==> config.mk <==
export PLATFORM = sky130hd
export DESIGN_NAME = coin_accumulator
export DESIGN_NICKNAME = d
export VERILOG_FILES = /design/src/rtl/vm_pkg.sv /design/src/rtl/idle_timer.sv /design/src/rtl/coin_accumulator.sv
export SDC_FILE = /design/constraint.sdc
export NUM_CORES = 1
export LEC_CHECK = 0
export ABC_AREA = 1
export CORE_ASPECT_RATIO = 0.75
export CORE_MARGIN = 2
export CORE_UTILIZATION = 40
export CTS_BUF_LIST = sky130_fd_sc_hd__clkbuf_16
export CTS_CLUSTER_DIAMETER = 120
export DETAILED_ROUTE_END_ITERATION = 16
export PLACE_DENSITY = 0.74
export SKIP_CTS_REPAIR_TIMING = 1
export SLEW_MARGIN = 20
export SYNTH_ARGS = -nofsm -noshare
export SYNTH_HDL_FRONTEND = slang
export SYNTH_SLANG_ARGS = --single-unit
==> constraint.sdc <==
create_clock -name clk -period 6.24 [get_ports clk]
set_input_delay 0.936 -clock clk [delete_from_list [all_inputs] [get_ports clk]]
set_output_delay 0.936 -clock clk [all_outputs]
set_load 0.05 [all_outputs]
==> src/rtl/vm_pkg.sv <==
// Shared types and helpers for the vending-machine credit path.
//   coin_code_t : 2-bit coin code as presented on the coin interface
//   acc_state_t : coin_accumulator state, also exported on its debug port
//   coin_value  : credit value of a coin code in units (0 for COIN_NONE)
package vm_pkg;

  localparam int BAL_W_DEFAULT = 8;

  typedef enum logic [1:0] {
    COIN_NONE = 2'b00,
    COIN_5    = 2'b01,
    COIN_10   = 2'b10,
    COIN_25   = 2'b11
  } coin_code_t;

  typedef enum logic [1:0] {
    ACC_IDLE   = 2'd0,
    ACC_CREDIT = 2'd1,
    ACC_PAYOUT = 2'd2
  } acc_state_t;

  // Five bits cover the largest coin, so callers of any balance width can
  // zero-extend the result.
  function automatic logic [4:0] coin_value(input coin_code_t code);
    case (code)
      COIN_5:  coin_value = 5'd5;
      COIN_10: coin_value = 5'd10;
      COIN_25: coin_value = 5'd25;
      default: coin_value = 5'd0;
    endcase
  endfunction

endpackage

==> src/rtl/idle_timer.sv <==
// Inactivity counter for the credit state.
//   clk, rst : clock, asynchronous active-high reset
//   en       : count enable (high while credit is held)
//   clr      : activity seen this cycle, restart the count
//   expired  : count has reached TIMEOUT_CYC-1 (held until clr or !en)
module idle_timer #(
  parameter int TIMEOUT_CYC = 1000
) (
  input  logic clk,
  input  logic rst,
  input  logic en,
  input  logic clr,
  output logic expired
);

  localparam int CW = $clog2(TIMEOUT_CYC);

  logic [CW-1:0] count;

  assign expired = (count == CW'(TIMEOUT_CYC - 1));

  // Leaving the enabled state also restarts the count, so every visit to
  // the credit state starts from zero.
  always_ff @(posedge clk or posedge rst) begin
    if (rst) begin
      count <= '0;
    end else if (clr || !en) begin
      count <= '0;
    end else if (!expired) begin
      count <= count + CW'(1);
    end
  end

endmodule

==> src/rtl/coin_accumulator.sv <==
// Credit stage of the vending machine: credits coins, serves debit requests
// from the selection FSM and returns remaining credit as change.
//   coin_valid/coins          : coin strobe and code
//   coin_accept/coin_reject   : one-cycle result pulse, one cycle after the coin
//   deduct_req/deduct_amt     : debit request (level) and price
//   deduct_ack/deduct_nack    : one-cycle result pulse, one cycle after the take
//   refund_req                : customer cancel strobe
//   change_valid/amt/ready    : change output handshake
//   balance                   : registered credit
//   busy                      : paying out change, coins are refused
//   state                     : current FSM state (debug)
//
// Handshakes: change_amt is presented with change_valid and held unchanged
// until the edge where change_valid && change_ready, which completes the
// transfer. deduct_req is held by the requester until it sees deduct_ack or
// deduct_nack; the request is ignored during that pulse cycle so a requester
// that drops it on the following edge is never served twice.
module coin_accumulator
  import vm_pkg::*;
#(
  parameter int BAL_W       = BAL_W_DEFAULT,
  parameter int MAX_BAL     = 200,
  parameter int TIMEOUT_CYC = 1000
) (
  input  logic             clk,
  input  logic             rst,
  input  logic             coin_valid,
  input  logic [1:0]       coins,
  output logic             coin_accept,
  output logic             coin_reject,
  input  logic             deduct_req,
  input  logic [BAL_W-1:0] deduct_amt,
  output logic             deduct_ack,
  output logic             deduct_nack,
  input  logic             refund_req,
  output logic             change_valid,
  output logic [BAL_W-1:0] change_amt,
  input  logic             change_ready,
  output logic [BAL_W-1:0] balance,
  output logic             busy,
  output acc_state_t       state
);

  acc_state_t       state_nx;
  logic [BAL_W-1:0] bal_nx;
  logic [BAL_W-1:0] chg_amt_nx;
  logic [BAL_W-1:0] remain;
  logic [BAL_W:0]   coin_sum;
  logic             chg_valid_nx;
  logic             accept_nx;
  logic             reject_nx;
  logic             ack_nx;
  logic             nack_nx;
  logic             deduct_live;
  logic             deduct_ok;
  logic             coin_fits;
  logic             timer_expired;

  // Sum formed one bit wider than the balance so an overflowing coin is
  // detected instead of wrapping.
  assign coin_sum  = {1'b0, balance} +
                     {{(BAL_W - 4){1'b0}}, coin_value(coin_code_t'(coins))};
  assign coin_fits = (coin_code_t'(coins) != COIN_NONE) &&
                     (coin_sum <= (BAL_W + 1)'(MAX_BAL));

  assign deduct_live = deduct_req && !deduct_ack && !deduct_nack;
  assign deduct_ok   = (balance >= deduct_amt);
  assign remain      = balance - deduct_amt;
  assign busy        = (state == ACC_PAYOUT);

  idle_timer #(
    .TIMEOUT_CYC(TIMEOUT_CYC)
  ) u_idle_timer (
    .clk    (clk),
    .rst    (rst),
    .en     (state == ACC_CREDIT),
    .clr    (deduct_req || refund_req || accept_nx),
    .expired(timer_expired)
  );

  // Same-edge priority: deduct, then refund, then coin, then timeout.
  always_comb begin
    state_nx     = state;
    bal_nx       = balance;
    chg_valid_nx = change_valid;
    chg_amt_nx   = change_amt;
    accept_nx    = 1'b0;
    reject_nx    = 1'b0;
    ack_nx       = 1'b0;
    nack_nx      = 1'b0;
    if (state == ACC_PAYOUT) begin
      nack_nx   = deduct_live;
      reject_nx = coin_valid;
      if (change_ready) begin
        state_nx     = ACC_IDLE;
        bal_nx       = '0;
        chg_valid_nx = 1'b0;
        chg_amt_nx   = '0;
      end
    end else if (deduct_live && deduct_ok) begin
      ack_nx    = 1'b1;
      reject_nx = coin_valid;
      bal_nx    = remain;
      // A refund on this edge is absorbed: any remainder is paid out anyway.
      if (remain != '0) begin
        state_nx     = ACC_PAYOUT;
        chg_valid_nx = 1'b1;
        chg_amt_nx   = remain;
      end else begin
        state_nx = ACC_IDLE;
      end
    end else begin
      nack_nx = deduct_live;
      if (refund_req && state == ACC_CREDIT) begin
        state_nx     = ACC_PAYOUT;
        chg_valid_nx = 1'b1;
        chg_amt_nx   = balance;
        reject_nx    = coin_valid;
      end else if (coin_valid && coin_fits) begin
        accept_nx = 1'b1;
        bal_nx    = coin_sum[BAL_W-1:0];
        state_nx  = ACC_CREDIT;
      end else begin
        reject_nx = coin_valid;
        // Any request this cycle counts as activity and defers the timeout.
        if (state == ACC_CREDIT && timer_expired && !deduct_req && !refund_req) begin
          state_nx     = ACC_PAYOUT;
          chg_valid_nx = 1'b1;
          chg_amt_nx   = balance;
        end
      end
    end
  end

  always_ff @(posedge clk or posedge rst) begin
    if (rst) begin
      state        <= ACC_IDLE;
      balance      <= '0;
      change_valid <= 1'b0;
      change_amt   <= '0;
      coin_accept  <= 1'b0;
      coin_reject  <= 1'b0;
      deduct_ack   <= 1'b0;
      deduct_nack  <= 1'b0;
    end else begin
      state        <= state_nx;
      balance      <= bal_nx;
      change_valid <= chg_valid_nx;
      change_amt   <= chg_amt_nx;
      coin_accept  <= accept_nx;
      coin_reject  <= reject_nx;
      deduct_ack   <= ack_nx;
      deduct_nack  <= nack_nx;
    end
  end

endmodule
==> metrics.txt <==
run status finished clean; mux contribution to synthesized area 0; Mapped Nets 422; Required @ worst endpoint 6.39 ns; Layout Nets 464; I/O Buffers 39; RSZ-0062 raised after global routing false; most frequent cells in the layout nand2_1 (125), inv_1 (63), nand3_1 (41); Cell variety after synth 30; CTS tree yes; Setup crit start deduct_amt[0]; R2R Setup Slk 3.48 ns; Finished Layout Cells 514; Lkg Pwr 0.00178 uW; power per standard cell area 495 nW/um2; Vias/cell 4.96; total of max-cap violations 0; syn avg cell area 6.69 um2; CTS H-tree depth 2; Worst Path Max Fanout 16; Via Count 2,550; Die Span X 97.3 um; Routed wire per std cell 12.7 um; Syn. warnings 0; CP Launch Type input pin; Initial DRT Pass Iterations 4; drt total wl 6.53 mm; Cell Rows 25; hpwl dp 5.17 mm; Setup TNS 0 ns; Final Hold Viols 0; Final period util 0.537; routability cong. 0.882; Relative slew margins 0.664; Initial Util 0.413; antenna-violating nets left 0; PnR worst setup slack 2.89 ns; Post-synth EDFFs 0; initial antenna violation count 0; fmax 0.299 GHz; hold_sp change_amt[3]; drt drc 0; post-placement cell area 3070 um2; Peak VDD IR 257 uV; full die area 7190 um2; ANT cells 0; synth-to-layout area growth 23.1%; share of post-route cells with drive strength above 1 0.0693; Tightest Hold Check Type reg -> reg; CP endpoint kind flip-flop; fin util 0.509; Die H 74.0 um; largest family of logic cells by synthesized area simple AND/OR/NAND/NOR gates; #FFs+latches synth 33; Cell Area, Synth 2610 um2; core box area 6320 um2; gate count of the mapped netlist 390; Inst Count DP 506; register area share after synthesis 0.316; pin count of the biggest net entering global routing 34; Tmin final 3.35 ns; clk_skew 0.00603 ns; clock slew at reported path FFs 0.05 ns; Clk Latency, worst-skew pair 0.28 ns; cell area after layout 3210 um2; GR Util All Layers 0.196; clock sinks 33; commonest non-fill, non-tap cell in the layout nand2_1; post-synthesis simple-gate area fraction 0.413; Setup Crit Path Kind in -> reg; total gr overflow 0; post-synthesis compound-gate area fraction 0.0638; first-pass GRT wire length 11.2 mm; total CTS buffers 5; Final setup viols 0; clk root buf clkbuf_16; CTS Buffer Depth 2; Place WS 2.61 ns; vias in the first global route 2,356; Arr. time, crit path 3.50 ns; DR iter-0 viols 257; asr flop ratio synth 1.00; XOR/XNOR Fraction of Synth Area 0.0168; top_reg_cell synth dfrtp_1; worst-margin pin slew 0.500 ns; FF-to-FF Start balance[0]; # fillers 631; Final Max Tran Viols 0; I/O Pins 40; Adder-Cell Fraction of Synth Area 0.0825
## power breakdown
group | switching (uW) | leakage (uW) | internal, uW
Sequential | 74.2 | 0.000435 | 277
Clock | 89.0 | 0.0000748 | 145
Combinational | 675 | 0.00127 | 330
Total | 838 | 0.00178 | 752
## routing by layer
layer | GRT usage | up-vias | wire [um] | part of all wire
met5 | 0 | - | 0 | 0
met2 | 0.300 | 70 | 2710 | 0.42
met1 | 0.286 | 1153 | 3300 | 0.51
li1 | - | 1320 | - | -
met4 | 0.0432 | 0 | 63 | 0.0097
met3 | 0.0479 | 7 | 451 | 0.069
## critical path: stages
cell	delay, ns
clkdlybuf4s50_1	0.47
ha_1	0.15
inv_1	0.08
fa_1	0.43
nand2_2	0.11
nand3_2	0.08
nand3_1	0.10
nand3_2	0.09
nand2_2	0.26
nand2_4	0.10
nor2_4	0.12
nand4_4	0.25
nand2_2	0.25
nor3_1	0.07
## Yosys cell counts (all sizes together), types with 2 or more instances
master    n  share of area
nand2   132           0.20
inv      65          0.094
nand3    45          0.094
nor2     36          0.058
dfrtp    33           0.32
a21oi    18          0.036
ha       14          0.067
nand4    11          0.032
o21ai     9          0.017
nor3      6          0.012
xor2      5          0.017
nand3b    4          0.012
buf       3          0.011
clkbuf    2         0.0029
fa        2          0.015
## cell families (layout without fill, tap and decap cells)
group	count (synthesis)	count (layout)
adder cells (fa/ha/maj)	16	16
AO/OA/AOI/OAI	30	30
buffers and inverters	70	113
flip-flops	33	33
AND/OR/NAND/NOR	236	236
XOR/XNOR	5	5
## flip-flops by register name, indices dropped and copies added (netlist names)
name                cells
state                   2
balance                 8
coin_accept             1
change_valid            1
u_idle_timer.count     10
change_amt              8
deduct_ack              1
coin_reject             1
deduct_nack             1
## layout make-up
type	instances	area, um2	share of cell area
Tap cell	81	101	0.0315
Timing Repair Buffer	40	398	0.124
Sequential cell	33	826	0.257
Clock inverter	3	13.8	0.00428
Multi-Input combinational cell	287	1500	0.468
Clock buffer	5	125	0.0389
Inverter	65	246	0.0767
## metrics by stage
step                      hold slack, ns  power (uW)
after floorplan                    0.518        1080
after global placement             0.462        1340
after detailed placement           0.462        1350
after CTS                          0.475        1590
after global routing               0.517        1720
final                              0.469        1590
## final timing paths
kind | end | depth (start not counted)
worst max-delay path | u_idle_timer.count[5] | 14
worst min-delay path | change_amt[3] | 2
worst max register to register | u_idle_timer.count[5] | 14
worst min register to register | change_amt[3] | 2
max in group asynchronous | balance[1] | 3
min in group asynchronous | balance[4] | 3
(Power assumes the default switching activity.)
